### src/rtl/dmem_rmw_arbiter_if.sv
// Request/response port between one requester (core or loader) and the RAM arbiter.
// The requester holds valid and the request fields until ready is returned; rvalid/rdata is a single-cycle pulse back.
interface dmem_rmw_arbiter_if #(
  parameter int ADDR_WIDTH = 32
);
  logic                  valid;
  logic                  ready;
  logic                  we;
  logic                  byte_acc;
  logic                  sext;
  logic [ADDR_WIDTH-1:0] addr;
  logic [31:0]           wdata;
  logic                  rvalid;
  logic [31:0]           rdata;

  modport master (
    output valid, we, byte_acc, sext, addr, wdata,
    input  ready, rvalid, rdata
  );

  modport slave (
    input  valid, we, byte_acc, sext, addr, wdata,
    output ready, rvalid, rdata
  );
endinterface

### src/rtl/dmem_rmw_arbiter.sv
// Two-port arbiter/sequencer for a single-port RAM with 1-cycle read; byte stores are done as read-modify-write.
// Accept->rvalid: word store 1, load 2, byte store 3 cycles; ready only in IDLE and only for the granted port.
module dmem_rmw_arbiter #(
  parameter int ADDR_WIDTH = 32,
  parameter bit FIXED_PRIO = 1'b0
) (
  input  logic                  clk,
  input  logic                  rst,
  dmem_rmw_arbiter_if.slave     p0,
  dmem_rmw_arbiter_if.slave     p1,
  output logic                  mem_we_o,
  output logic [ADDR_WIDTH-1:0] mem_addr_o,
  output logic [31:0]           mem_wdata_o,
  input  logic [31:0]           mem_rdata_i,
  output logic                  busy_o
);

  typedef enum logic [1:0] {IDLE, RD, MRG, WR} state_t;

  state_t                state_q, state_d;
  logic                  owner_q, owner_d;
  logic                  we_q, we_d;
  logic                  byte_q, byte_d;
  logic                  sext_q, sext_d;
  logic                  last_grant_q, last_grant_d;
  logic [ADDR_WIDTH-1:0] addr_q, addr_d;
  logic [31:0]           wdata_q, wdata_d;

  logic                  grant_p1;
  logic                  sel_we, sel_byte, sel_sext;
  logic [ADDR_WIDTH-1:0] sel_addr;
  logic [31:0]           sel_wdata;
  logic [4:0]            lane_bit;
  logic [7:0]            rd_byte;
  logic [31:0]           load_fmt;
  logic [31:0]           merged;
  logic                  ready0, ready1, rvalid, mem_we;
  logic [31:0]           rdata;

  // On contention the port that did not win last time gets the grant, unless port 0 is fixed-priority.
  assign grant_p1  = (p0.valid && p1.valid) ? (FIXED_PRIO ? 1'b0 : ~last_grant_q) : p1.valid;
  assign sel_we    = grant_p1 ? p1.we       : p0.we;
  assign sel_byte  = grant_p1 ? p1.byte_acc : p0.byte_acc;
  assign sel_sext  = grant_p1 ? p1.sext     : p0.sext;
  assign sel_addr  = grant_p1 ? p1.addr     : p0.addr;
  assign sel_wdata = grant_p1 ? p1.wdata    : p0.wdata;

  assign lane_bit = {addr_q[1:0], 3'b000};
  assign rd_byte  = mem_rdata_i[lane_bit +: 8];
  assign load_fmt = byte_q ? {{24{sext_q & rd_byte[7]}}, rd_byte} : mem_rdata_i;

  always_comb begin
    merged                 = mem_rdata_i;
    merged[lane_bit +: 8]  = wdata_q[7:0];
  end

  always_comb begin
    state_d      = state_q;
    owner_d      = owner_q;
    we_d         = we_q;
    byte_d       = byte_q;
    sext_d       = sext_q;
    addr_d       = addr_q;
    wdata_d      = wdata_q;
    last_grant_d = last_grant_q;
    ready0       = 1'b0;
    ready1       = 1'b0;
    rvalid       = 1'b0;
    rdata        = 32'h0;
    mem_we       = 1'b0;
    case (state_q)
      IDLE: begin
        ready0 = p0.valid && !grant_p1;
        ready1 = grant_p1;
        if (p0.valid || p1.valid) begin
          owner_d      = grant_p1;
          last_grant_d = grant_p1;
          we_d         = sel_we;
          byte_d       = sel_byte;
          sext_d       = sel_sext;
          addr_d       = sel_addr;
          wdata_d      = sel_wdata;
          state_d      = (sel_we && !sel_byte) ? WR : RD;
        end
      end
      RD: state_d = MRG;
      MRG: begin
        if (we_q) begin
          wdata_d = merged;
          state_d = WR;
        end else begin
          rvalid  = 1'b1;
          rdata   = load_fmt;
          state_d = IDLE;
        end
      end
      WR: begin
        mem_we  = 1'b1;
        rvalid  = 1'b1;
        state_d = IDLE;
      end
      default: state_d = IDLE;
    endcase
  end

  always_ff @(posedge clk) begin
    if (rst) begin
      state_q      <= IDLE;
      owner_q      <= 1'b0;
      we_q         <= 1'b0;
      byte_q       <= 1'b0;
      sext_q       <= 1'b0;
      last_grant_q <= 1'b1;
      addr_q       <= '0;
      wdata_q      <= 32'h0;
    end else begin
      state_q      <= state_d;
      owner_q      <= owner_d;
      we_q         <= we_d;
      byte_q       <= byte_d;
      sext_q       <= sext_d;
      last_grant_q <= last_grant_d;
      addr_q       <= addr_d;
      wdata_q      <= wdata_d;
    end
  end

  assign p0.ready    = ready0;
  assign p1.ready    = ready1;
  assign p0.rvalid   = rvalid & ~owner_q;
  assign p1.rvalid   = rvalid & owner_q;
  assign p0.rdata    = owner_q ? 32'h0 : rdata;
  assign p1.rdata    = owner_q ? rdata : 32'h0;
  assign mem_we_o    = mem_we;
  assign mem_addr_o  = {addr_q[ADDR_WIDTH-1:2], 2'b00};
  assign mem_wdata_o = wdata_q;
  assign busy_o      = (state_q != IDLE);

endmodule

### src/flat_wrapper.sv
// flat-port wrapper written by rule: the top's interface ports become plain ports
module dmem_rmw_arbiter_flat 
#(
  parameter int ADDR_WIDTH = 32,
  parameter bit FIXED_PRIO = 1'b0
)
  (clk, rst, mem_we_o, mem_addr_o, mem_wdata_o, mem_rdata_i, busy_o, p0_valid, p0_we, p0_byte_acc, p0_sext, p0_addr, p0_wdata, p0_ready, p0_rvalid, p0_rdata, p1_valid, p1_we, p1_byte_acc, p1_sext, p1_addr, p1_wdata, p1_ready, p1_rvalid, p1_rdata);
  dmem_rmw_arbiter_if #(.ADDR_WIDTH(ADDR_WIDTH)) p0_i ();
  dmem_rmw_arbiter_if #(.ADDR_WIDTH(ADDR_WIDTH)) p1_i ();
  input  logic clk;
  input  logic rst;
  output logic mem_we_o;
  output logic [ADDR_WIDTH-1:0] mem_addr_o;
  output logic [31:0] mem_wdata_o;
  input  logic [31:0] mem_rdata_i;
  output logic busy_o;
  input wire logic [$bits(p0_i.valid)-1:0] p0_valid;
  input wire logic [$bits(p0_i.we)-1:0] p0_we;
  input wire logic [$bits(p0_i.byte_acc)-1:0] p0_byte_acc;
  input wire logic [$bits(p0_i.sext)-1:0] p0_sext;
  input wire logic [$bits(p0_i.addr)-1:0] p0_addr;
  input wire logic [$bits(p0_i.wdata)-1:0] p0_wdata;
  output wire logic [$bits(p0_i.ready)-1:0] p0_ready;
  output wire logic [$bits(p0_i.rvalid)-1:0] p0_rvalid;
  output wire logic [$bits(p0_i.rdata)-1:0] p0_rdata;
  input wire logic [$bits(p1_i.valid)-1:0] p1_valid;
  input wire logic [$bits(p1_i.we)-1:0] p1_we;
  input wire logic [$bits(p1_i.byte_acc)-1:0] p1_byte_acc;
  input wire logic [$bits(p1_i.sext)-1:0] p1_sext;
  input wire logic [$bits(p1_i.addr)-1:0] p1_addr;
  input wire logic [$bits(p1_i.wdata)-1:0] p1_wdata;
  output wire logic [$bits(p1_i.ready)-1:0] p1_ready;
  output wire logic [$bits(p1_i.rvalid)-1:0] p1_rvalid;
  output wire logic [$bits(p1_i.rdata)-1:0] p1_rdata;
  assign p0_i.valid = p0_valid;
  assign p0_i.we = p0_we;
  assign p0_i.byte_acc = p0_byte_acc;
  assign p0_i.sext = p0_sext;
  assign p0_i.addr = p0_addr;
  assign p0_i.wdata = p0_wdata;
  assign p0_ready = p0_i.ready;
  assign p0_rvalid = p0_i.rvalid;
  assign p0_rdata = p0_i.rdata;
  assign p1_i.valid = p1_valid;
  assign p1_i.we = p1_we;
  assign p1_i.byte_acc = p1_byte_acc;
  assign p1_i.sext = p1_sext;
  assign p1_i.addr = p1_addr;
  assign p1_i.wdata = p1_wdata;
  assign p1_ready = p1_i.ready;
  assign p1_rvalid = p1_i.rvalid;
  assign p1_rdata = p1_i.rdata;
  dmem_rmw_arbiter #(.ADDR_WIDTH(ADDR_WIDTH), .FIXED_PRIO(FIXED_PRIO)) u_core (.clk(clk), .rst(rst), .p0(p0_i), .p1(p1_i), .mem_we_o(mem_we_o), .mem_addr_o(mem_addr_o), .mem_wdata_o(mem_wdata_o), .mem_rdata_i(mem_rdata_i), .busy_o(busy_o));
endmodule
### config.mk
export PLATFORM = sky130hd
export DESIGN_NAME = dmem_rmw_arbiter_flat
export DESIGN_NICKNAME = d
export VERILOG_FILES = /design/src/rtl/dmem_rmw_arbiter_if.sv /design/src/rtl/dmem_rmw_arbiter.sv /design/src/flat_wrapper.sv
export SDC_FILE = /design/constraint.sdc
export NUM_CORES = 1
export LEC_CHECK = 0
export ABC_AREA = 1
export BUFFER_PORTS_ARGS = -buffer_cell sky130_fd_sc_hd__buf_4
export CAP_MARGIN = 20
export CORE_MARGIN = 1
export CORE_UTILIZATION = 25
export DETAILED_ROUTE_END_ITERATION = 8
export HOLD_SLACK_MARGIN = 0.06
export PLACE_DENSITY = 0.64
export SLEW_MARGIN = 40
export SYNTH_ARGS = -nofsm -noshare
export SYNTH_HDL_FRONTEND = slang
export SYNTH_SLANG_ARGS = --single-unit
### constraint.sdc
create_clock -name clk -period 1.53 [get_ports clk]
set_clock_uncertainty 0.05 [all_clocks]
set_input_delay 0.153 -clock clk [delete_from_list [all_inputs] [get_ports clk]]
set_output_delay 0.153 -clock clk [all_outputs]
set_load 0.02 [all_outputs]
=== Word-level counts from Yosys, hierarchy flattened ===
Cells that the tools add are included.

* Word-level logic and storage cells: 57
* Output and inout bits: 134
* Register bits: 71

* Add/sub/neg operators: 1
* Equality and inequality tests: 5
* Reductions and logical operators: 11
* Mux-type cells: 24
* Shifts and indexed selects: 3
* Bitwise gates (word level): 5

{| class="wikitable"
|+ Operators by type and width
! kind !! count
|-
| 2-to-1 mux 32 bit || 9
|-
| one-hot mux 32 bit (2 select lines) || 1
|-
| bitwise mux 32 bit || 1
|-
| variable shift 8 x 7 -> 32 bit (first input constant) || 1
|-
| indexed part select 32 x 6 -> 8 bit || 1
|-
| indexed part select 8 x 7 -> 32 bit || 1
|-
| 2-to-1 mux 1 bit || 8
|-
| one-hot mux 2 bit (4 select lines) || 1
|-
| negator 5 -> 7 bit || 1
|-
| 2-to-1 mux 2 bit || 3
|-
| equality test 2 bit (second input constant) || 2
|-
| inequality test 2 x 1 -> 1 bit (second input constant) || 2
|-
| nonzero test 2 bit || 2
|-
| bitwise AND 1 bit || 3
|-
| logical AND 1 bit || 3
|-
| AND reduction 3 bit || 1
|-
| equality test 2 x 1 -> 1 bit (second input constant) || 1
|-
| logical NOT 1 bit || 2
|-
| logical NOT 2 bit || 1
|-
| inverter 1 bit || 2
|-
| one-hot mux 1 bit (2 select lines) || 1
|-
| AND reduction 2 bit || 1
|-
| logical OR 1 bit || 1
|}

=== Longest topological paths before layout ===
* Depth in word-level cells: 8
* Gate-level depth with buffers: 9
* Mapped depth without buffers: 9

=== Least setup slack after synthesis ===
Ideal clock, no wire load.

* Path kind: register to output
* Start: register u_core.state_q[1]
* End: output p0_rdata[10]
* Arrival: 1.392 ns
* Data required time: 1.327 ns
* Path slack: -0.065 ns
* Stages on the path, launching flop included: 9
* Cells stage by stage: dfxtp_1 -> inv_1 -> nor2_2 -> buf_6 -> nand2_4 -> nor2_8 -> buf_6 -> nand3_1 -> nor2_1

* Word-level cells in the longest chain between the ends: 3

{| class="wikitable"
|+ Ends and longest elaborated chain
! item !! RTL line !! RTL
|-
| start, declared || dmem_rmw_arbiter.sv:20 || <nowiki>state_t state_q, state_d;</nowiki>
|-
| start signal, assigned || dmem_rmw_arbiter.sv:117 || <nowiki>state_q <= state_d;</nowiki>
|-
| equality test 2 bit || dmem_rmw_arbiter.sv:71 || <nowiki>case (state_q)</nowiki>
|-
| 2-to-1 mux 32 bit || dmem_rmw_arbiter.sv:71 ||
|-
| 2-to-1 mux 32 bit || dmem_rmw_arbiter.sv:132 || <nowiki>assign p0.rdata = owner_q ? 32'h0 : rdata;</nowiki>
|-
| end, declared || flat_wrapper.sv:25 || <nowiki>output wire logic [$bits(p0_i.rdata)-1:0] p0_rdata;</nowiki>
|}

Every way passes these cells.

=== Worst setup path in the final report ===
* Start: register u_core.state_q[1]
* End: output p0_rdata[28]

Same word-level chain as after synthesis.

==> flow_summary_export.csv <==
group,metric,value,unit
pwr,pwr-share-seq,23.6,%
logic_synthesis,postSynthAreaPerCell,5.82,sq um
critical_path,ff2ff_path_depth,11,
clocking,clockBufferDepth,2,
cells_and_area,num_antenna_cells,0,
cells_and_area,area_growth,90.1,%
pwr,p_sw_share,39.0,%
clocking,cts.sinks,71,
status,status,"finished, violations left",
worst_hold_path,hold_class,"in -> reg",
route,vias_per_cell,4.72,
cells_and_area,layout_common_cells,"buf_4, nand2_1, nor2_1",
pwr,pwr_density_cell,1030,nW/um^2
die,core,20500,sq um
placement,hpwlAfterDp,17900,um
placement,dp_slack,-228,ps
cells_and_area,nets,1420,
route,antenna_left,0,
critical_path,cp-end-kind,"primary output",
clocking,h-tree-depth,3,
critical_path,crit_required,1330,ps
logic_synthesis,syn-instance-count,908,
global_routing,grt_pass1_wl,36600,um
timing,period_needed,1900,ps
route,drt-pass1-iter-count,6,
die,initial_utilization,25.8,%
cells_and_area,fin_cells,1520,
die,io-pin-count,304,
clocking,clockRootBuffer,"clkbuf_16",
critical_path,startpoint_type,"flip-flop",
placement,numPlacedInstances,1441,
logic_synthesis,yosysWarnings,0,
pwr,totalPowerFinal,0.0103,W
timing,finalHoldViolations,0,
global_routing,grt_remaining_overflow,0,
timing,slew_violations,0,
route,vias,7178,
logic_synthesis,synth_top_area_share,26.9,%
pwr,p_clk_share,25.9,%
pwr,leakage,4.82,nW
global_routing,gr-usage-all-layers,21.7,%
worst_hold_path,holdPathStages,5,
logic_synthesis,synth-seq-cells,71,
die,die_area,21700,sq um
clocking,cts_tree,"built",
cells_and_area,final_common_cell,"buf_4",
pwr,combinationalPowerShare,50.5,%
critical_path,r2r_start,"u_core.addr_q[0]",
logic_synthesis,synthDistinctLibCells,27,
logic_synthesis,ys_seq_area_share,26.9,%
timing,setup_violations,96,
worst_hold_path,hp-start,"p0_addr[14]",
clocking,clkTransAtPathRegs,60,ps
pwr,p_switching,0.00402,W
pwr,vdd_drop_max,0.605,mV
timing,rsz0062_at_grt,"true",
die,die_h,147,um
route,wirelength,24900,um
clocking,clk_latency,340,ps
die,die_x,147,um
critical_path,cp_data_arrival_time,1690,ps
die,num_rows,52,
critical_path,path_class,"reg -> out",
status,violations,"negative setup slack",
global_routing,antenna_found_initial,0,
logic_synthesis,yosys.area.top_type,"dfxtp_1",
route,wl_per_cell,16.4,um
timing,max_freq,527,MHz
placement,numPortBuffers,301,
run,timing.max_cap.violations,0,
critical_path,crit_fanout,10,
global_routing,grt_pass1_vias,6812,
critical_path,cp-startpoint,"u_core.state_q[1]",
clocking,cts_made_buffers,9,
global_routing,grt_max_degree,47,
logic_synthesis,synthesis.area,5280,sq um
route,first_iter_violations,328,
logic_synthesis,synthTopCellsByArea,"dfxtp_1, nand2_1, nand3_1",
pwr,internal_power,0.00628,W
timing,fin_ws,-368,ps
route,drc_errors,0,
timing,fin_crit_sh,124,%
placement,place_congestion,0.918,
cells_and_area,drive_gt1_share,46.8,%
## logic make-up after synthesis
logic type | count (synthesis) | share of synthesized area [%]
fa+ha+maj | 5 | 1.18
other cells | 1 | 0.0710
compound gates | 134 | 13.3
simple gates | 559 | 45.1
flops | 71 | 26.9
buf+inv | 138 | 13.4
## final timing paths
path | end | slack (ps)
setup / recovery | p0_rdata[28] | -370
hold reg to reg | u_core.mem_wdata_o[10] | 400
setup reg to reg | u_core.mem_wdata_o[17] | -80
hold / removal | u_core.addr_q[14] | 70
## per-stage QoR
stage	area, sq um	utilization, %	TNS (ps)	hold slack (ps)
floorplan	5310	-	-2660	239
global placement	7970	38.9	-1830	325
global route	10000	49.0	-27830	83.4
finish	10000	49.0	-20560	73.9
CTS	9410	45.9	-22570	62.3
detailed placement	7970	38.9	-3950	332
## registers in the layout, summed over array words and instances (netlist names)
| signal | flops |
|---|---|
| u_core.addr_q | 32 |
| u_core.mem_wdata_o | 32 |
| u_core.state_q | 2 |
| u_core.byte_q | 1 |
| u_core.last_grant_q | 1 |
| u_core.owner_q | 1 |
| u_core.sext_q | 1 |
| u_core.we_q | 1 |
## power groups by stage
stage          logic, W  registers (W)  clock network (W)
2_1_floorplan   0.00224        0.00258                  0
3_3_place_gp    0.00412        0.00244                  0
3_5_place_dp    0.00415        0.00244                  0
4_1_cts         0.00477        0.00242            0.00273
5_1_grt         0.00559        0.00247            0.00282
6_report        0.00520        0.00243            0.00266
## metal layers
layer | global-route usage [%] | vias to the layer above | routed length [um]
met5 | 0 | - | 0
met4 | 7.32 | 0 | 787
met3 | 6.40 | 43 | 1890
met2 | 38.9 | 307 | 12500
met1 | 24.3 | 3274 | 9680
li1 | - | 3554 | -
## layout make-up
cell class / instances / area, sq um
clock buffers: 11 / 243
well taps: 270 / 338
fillers: 1975 / 10500
inverters: 47 / 200
repair buffers: 416 / 3700
flip-flops and latches: 71 / 1430
clock inverters: 5 / 129
multi-input cells: 700 / 4000
## critical path, stage by stage (launching register included)
cell     delay (ps)
dfxtp_2         330
inv_2            50
nor2_4          130
nand2_4          90
nor2_8          190
buf_12          170
nand3_1         120
nor2_1          120
buf_4           150
## synth_stat cells, drive strengths merged
master  count
a21oi      74
nand3b      9
conb        1
o21bai      7
ha          5
o21ai      53
inv        46
buf        67
nand2     249
dfxtp      71
nor2      157
clkbuf     24
clkinv      1
or2        22
nand3     122
## repair_timing
action | CTS | global route
setup buffers | 13 | 10
hold endpoints to repair | 33 | 0
setup endpoints to repair | 123 | 122
resized for setup | 139 | 150
hold buffers | 39 | 0
pin swaps | 64 | 59
cloned | 3 | 4
Note: power is estimated with default switching activity, not from simulation.
